`config.mk`:
```
export PLATFORM = sky130hd
export DESIGN_NAME = regfile_scoreboard
export DESIGN_NICKNAME = d
export VERILOG_FILES = /design/src/rtl/regfile_scoreboard.sv
export SDC_FILE = /design/constraint.sdc
export NUM_CORES = 2
export LEC_CHECK = 0
export BUFFER_PORTS_ARGS = -buffer_cell sky130_fd_sc_hd__buf_4
export CAP_MARGIN = 30
export CORE_MARGIN = 2
export CORE_UTILIZATION = 45
export CTS_BUF_LIST = sky130_fd_sc_hd__clkbuf_8
export DETAILED_ROUTE_END_ITERATION = 6
export PLACE_DENSITY = 0.65
export REMOVE_ABC_BUFFERS = 1
export SETUP_SLACK_MARGIN = 0.1
export SYNTH_ARGS = -nofsm -noshare
export SYNTH_HDL_FRONTEND = slang
export SYNTH_SLANG_ARGS = --single-unit
```
`constraint.sdc`:
```
create_clock -name clk -period 40.2 [get_ports clk]
set_input_delay 2.01 -clock clk [delete_from_list [all_inputs] [get_ports clk]]
set_output_delay 2.01 -clock clk [all_outputs]
set_load 0.02 [all_outputs]
```
`src/rtl/regfile_scoreboard.sv`:
```
// regfile_scoreboard: integer register file with pending-write scoreboard and decode hazard detection
// Ports: clk/rst (async active-high); rs1/rs2 addr->data combinational reads; rs_use marks which
// reads decode needs; issue_en/issue_rd request an issue, issue_ok/stall answer it; wr_en/wr_addr/
// wr_data is the writeback port; flush clears all busy bits; busy_vec exposes the scoreboard.
module regfile_scoreboard #(
    parameter int XLEN = 32,
    parameter int NREGS = 32,
    parameter int AW = 5,
    parameter bit ZERO_REG = 1'b1,
    parameter bit BYPASS = 1'b1
) (
    input  logic             clk,
    input  logic             rst,
    input  logic [AW-1:0]    rs1_addr,
    input  logic [AW-1:0]    rs2_addr,
    output logic [XLEN-1:0]  rs1_data,
    output logic [XLEN-1:0]  rs2_data,
    input  logic [1:0]       rs_use,
    input  logic             issue_en,
    input  logic [AW-1:0]    issue_rd,
    output logic             issue_ok,
    output logic             stall,
    input  logic             wr_en,
    input  logic [AW-1:0]    wr_addr,
    input  logic [XLEN-1:0]  wr_data,
    input  logic             flush,
    output logic [NREGS-1:0] busy_vec
);
    logic [XLEN-1:0] regs [NREGS];
    logic [NREGS-1:0] busy, busy_nxt;
    logic hit1, hit2, hiti, wr_keep;
    // a forwarded writeback both supplies the data and retires the pending bit for this cycle
    always_comb begin
        hit1 = BYPASS && wr_en && wr_addr == rs1_addr;
        hit2 = BYPASS && wr_en && wr_addr == rs2_addr;
        hiti = BYPASS && wr_en && wr_addr == issue_rd;
        rs1_data = (rst || (ZERO_REG && rs1_addr == '0)) ? '0 : hit1 ? wr_data : regs[rs1_addr];
        rs2_data = (rst || (ZERO_REG && rs2_addr == '0)) ? '0 : hit2 ? wr_data : regs[rs2_addr];
        stall = !rst && ((rs_use[0] && busy[rs1_addr] && !hit1) ||
                         (rs_use[1] && busy[rs2_addr] && !hit2) ||
                         (issue_en && busy[issue_rd] && !hiti));
        issue_ok = !rst && issue_en && !stall;
        wr_keep = wr_en && !(ZERO_REG && wr_addr == '0);
        busy_nxt = busy;
        if (wr_en) busy_nxt[wr_addr] = 1'b0;
        if (issue_ok && !(ZERO_REG && issue_rd == '0)) busy_nxt[issue_rd] = 1'b1;
        if (flush) busy_nxt = '0;
    end
    always_ff @(posedge clk or posedge rst) begin
        if (rst) begin
            for (int i = 0; i < NREGS; i++) regs[i] <= '0;
            busy <= '0;
        end else begin
            if (wr_keep) regs[wr_addr] <= wr_data;
            busy <= busy_nxt;
        end
    end
    assign busy_vec = busy;
endmodule

```
Yosys cells after proc, flatten, opt, wreduce, memory -nomap -nowiden. Index checks and enable logic that the tools add are counted.

Register bits after elaboration: 1056. Word-level logic and storage cells: 110. Output and inout port bits: 98. Input port bits: 59.

Multiplexer cells: 26. Bitwise logic cells: 6. Magnitude comparators: 10. Equal/unequal tests: 3. Reductions and logical operators: 32.

Operator list (count): $bwmux W1024 (1); $mux W32 (12); $bmux W32 S5 (2); $demux W32 S5 (1); $and A32 B32 Y32 (1); $not A32 Y32 (1); $or A32 B32 Y32 (1); $lt A5 B6 Y1 const B (4); $logic_not A5 Y1 (4); $ge A6 B6 Y1 const B (3); $not A5 Y6 (3); $logic_and A1 B1 Y1 (17); $bmux W1 S5 (3); $eq A5 B5 Y1 (3); $demux W1 S5 (2); $ge A5 B1 Y1 const B (2); $logic_not A1 Y1 (7); $lt A6 B1 Y1 const B (1); $mux W1 (5); $logic_or A1 B1 Y1 (4).

Longest topological paths before layout.
Depth after elaboration: 12. Depth in mapped cells: 10. Gate-level depth less buffers: 6.

Worst setup path after synthesis. No wires, ideal clock.

Path kind: input port to output port. From: input rst. To: output issue_ok. Required time: 38.190 ns. Setup slack: 11.556 ns. Data arrival time: 26.634 ns. Cell stages on the path: 4. Cells stage by stage: clkbuf_1 inv_1 nand2_1 nor2_1.

Longest elaborated chain between the ends: 4. Elaborated cells between the ends (all ways): 5. Classes of those cells: 5 x reduce/logical.

Ends and longest elaborated chain: start, declared (RTL line 13) `input logic rst,`; $logic_not A1 Y1 (no source line) (*); $logic_and A1 B1 Y1 (RTL line 39) `stall = !rst && ((rs_use[0] && busy[rs1_addr] && !hit1) ||`; $logic_not A1 Y1 (RTL line 42) `issue_ok = !rst && issue_en && !stall;`; $logic_and A1 B1 Y1 (*) (RTL line 42); end, declared (RTL line 21) `output logic issue_ok,`.

Mark *: on every way between the ends. The rest lies on a longest branch, timed or not.

Worst setup path in the final report.
From: input rs2_addr[0]. To: output rs2_data[12].

Longest elaborated chain between the ends: 6. Elaborated cells between the ends (all ways): 10. Classes of those cells: 1 x eq/ne; 5 x mux; 1 x bitwise; 3 x reduce/logical.

Ends and longest elaborated chain: start, declared (RTL line 15) `input logic [AW-1:0] rs2_addr,`; $not A5 Y6 (implied by the code) (RTL line 38) `rs2_data = (rst || (ZERO_REG && rs2_addr == '0)) ? '0 : hit2 ? wr_data : regs[rs2_addr];`; $bmux W32 S5 (RTL line 38); $mux W32 (implied by the code) (2 in series) (RTL line 38); $mux W32 (RTL line 38); $mux W32 (*) (RTL line 38); end, declared (RTL line 17) `output logic [XLEN-1:0] rs2_data,`.

Mark *: on every way between the ends. The rest lies on a longest branch, timed or not. The select of a mux whose other input is x is not followed.

==> flow_summary.json <==
{
  "status": "finished clean",
  "vias_per_cell": 6.660,
  "post-synth-top-count-cell": "dfrtp_1",
  "tritoncts.num_buffers": 180,
  "worstSkewPairLatency_ns": 0.92,
  "clk_transition_reported_paths_ns": 0.06,
  "cts_sink_cnt": 1056,
  "gpl.final_weighted_congestion": 0.8218,
  "layout_min_cycle_time_ns": 8.534,
  "async_flop_share": 1.000,
  "synth_seq_area_share": 0.4570,
  "number_of_inserted_filler_cells_in_the_final_layout": 10970,
  "drive_gt1_frac": 0.4234,
  "synthDominantAreaCellType": "dfrtp_1",
  "drt_pass1_iterations": 6,
  "synth-edff-count": 0,
  "place_hpwl_mm": 102.8,
  "synthesis.area_um2": 57830,
  "initial_antenna_violation_count": 4,
  "synth.top_cells.by_count": "1056 x dfrtp_1, 996 x mux2_2, 525 x mux2i_1",
  "post-route-drc-count": 0,
  "grt_pass1_wl_mm": 277.9,
  "vdd_ir_drop_max_v": 0.00003605,
  "synth_area_per_cell_um2": 13.48,
  "final-max-slew-violation-count": 0,
  "drv.max_cap_violation_count": 0,
  "post_cts_buffers": 0,
  "global_route.overflow_total": 0,
  "cts.hold.buffers_added": 0,
  "synth.area.top_cells": "dfrtp_1 46%, mux2_2 19%, mux4_2 11%",
  "wl_per_cell_um": 31.38,
  "dpl.cell_count": 5699,
  "core_region_area_um2": 127500,
  "post_layout_nonfiller_instances": 6029,
  "timing.final.crit_share": 0.2123,
  "io_port_bufs": 156,
  "post_cts_sizing": 0,
  "die_area_um2": 131400,
  "first_global_vias": 40930,
  "drtAntennaViolNets": 0,
  "finish.net_count": 4281,
  "relative_area_change_from_synthesis_to_final_layout_pct": 10.81,
  "grt_setup_unrepaired": "false",
  "synthesis.instances": 4291,
  "power.density_nw_per_um2": 47.34,
  "finalHoldWorstSlack_ns": 0.4003,
  "hold_path.class": "reg2reg",
  "synth.top_cell.area_share": 0.4570,
  "worst_slew_margin_rel": 0.2282,
  "ys_seq_elements": 1056,
  "routed-via-count": 40150,
  "grt_max_degree": 187,
  "maxClockFrequency_ghz": 0.1172,
  "final_setup_violating_endpoints": 0,
  "timing.critical_path.from_type": "input pin",
  "total_leakage_power_nw": 28.25,
  "timing.critical_path.arrival_ns": 6.52,
  "synth_ff_type": "dfrtp_1",
  "number_of_levels_in_the_clock_h_tree": 4,
  "worstSetupPathType": "in2out",
  "tns_ns": 0,
  "clock_tree.buffer_depth": 3,
  "grt.total_usage": 0.2855,
  "critPathMaxFanout": 91,
  "initial_core_utilization": 0.4535,
  "clk_root_buffer_cell": "clkbuf_8",
  "placementRows": 131,
  "synth_cell_types": 46,
  "die_width_um": 362.5,
  "postRouteWirelength_mm": 189.2,
  "critical_path_endpoint_category": "primary output",
  "die_h_um": 362.5,
  "drt_iter0_markers": 4091,
  "fin_skew_ns": 0.01344,
  "hold_viol_final": 0,
  "yosysWarnings": 0,
  "tritoncts": "yes",
  "num_io_pins": 157,
  "critical_path_required_ns": 38.19,
  "worstMarginPinSlew_ns": 1.158
}
-- layout by cell type, fill, tap and decap left out, drive strengths merged, types with 6 or more instances in the layout --
master,netlist,routed
xor2,12,12
clkinvlp,0,8
inv,12,75
buf,140,240
dfrtp,1056,1056
nand3b,25,25
o41ai,9,9
mux2,996,996
clkbuf,353,242
or3b,13,13
a221oi,254,254
o21ai,24,24
nor2b,7,7
nor3b,6,6
nor2,160,160
mux4,278,278
clkinv,1,9
mux2i,525,525
nand2,44,44
a32o,58,58
o211ai,129,129
a22oi,129,129
nand3,20,20
nor3,6,6
-- sequential cells by signal, indices dropped and copies added (netlist names) --
register	cells
busy_vec	32
regs	1024
-- where the power goes --
| part | total [mW] | switching [mW] | internal (mW) |
|---|---|---|---|
| sequential | 1.40 | 0.144 | 1.26 |
| combinational | 0.619 | 0.278 | 0.342 |
| clock | 1.01 | 0.462 | 0.549 |
| total | 3.03 | 0.883 | 2.15 |
-- stage by stage --
stage / utilization / setup slack, ns / total power [mW] / cell area (um^2)
2_1_floorplan: - / 8.429 / 1.824 / 55850
3_3_place_gp: 0.4711 / 31.72 / 2.007 / 60080
3_5_place_dp: 0.4724 / 31.71 / 2.032 / 60240
4_1_cts: 0.5018 / 31.69 / 3.042 / 63990
5_1_grt: 0.5025 / 31.37 / 3.170 / 64080
6_report: 0.5025 / 31.67 / 3.034 / 64080
-- critical path, stage by stage --
cell	delay [ns]
buf_8	0.38
buf_12	0.57
buf_4	0.78
buf_4	0.81
mux4_2	0.60
a22oi_1	0.18
o21ai_0	0.10
o211ai_1	0.45
nand2_1	0.11
buf_4	0.18
-- layer usage --
metal,routed length (um),vias to the layer above,track usage,part of all wire
met2,89100,1843,0.4515,0.47
met3,14590,486,0.06171,0.077
met4,8226,0,0.1318,0.043
li1,-,16600,-,-
met1,77290,21220,0.3762,0.41
met5,0,-,0,0
-- cells by family after synthesis --
logic type | after synthesis | synth area share
AO/OA/AOI/OAI | 622 | 0.08893
XOR/XNOR | 15 | 0.002272
buffers and inverters | 506 | 0.03507
flip-flops | 1056 | 0.4570
multiplexers | 1799 | 0.3931
AND/OR/NAND/NOR | 293 | 0.02367
-- layout make-up --
class	count	area (um^2)	area share
multi-input cells	2729	29680	0.4632
flip-flops and latches	1056	26430	0.4124
clock buffers	240	3303	0.05155
well taps	1662	2079	0.03245
repair buffers	242	2069	0.03229
clock inverters	82	447.9	0.006990
inverters	13	61.31	0.0009567
diodes	5	12.51	0.0001953
-- path summary, 6_finish.rpt --
check | startpoint | end | slack (ns) | cells after the start
max | rs2_addr[0] | rs2_data[12] | 31.67 | 10
min | regs[1003] | regs[1003] | 0.40 | 0
max in group asynchronous | rst | regs[915] | 35.81 | 5
min in group asynchronous | rst | busy_vec[31] | 1.31 | 2
max reg2reg | busy_vec[0] | busy_vec[31] | 37.10 | 6
min reg2reg | regs[1003] | regs[1003] | 0.40 | 0
No activity file was read; power rests on OpenSTA's default activity.
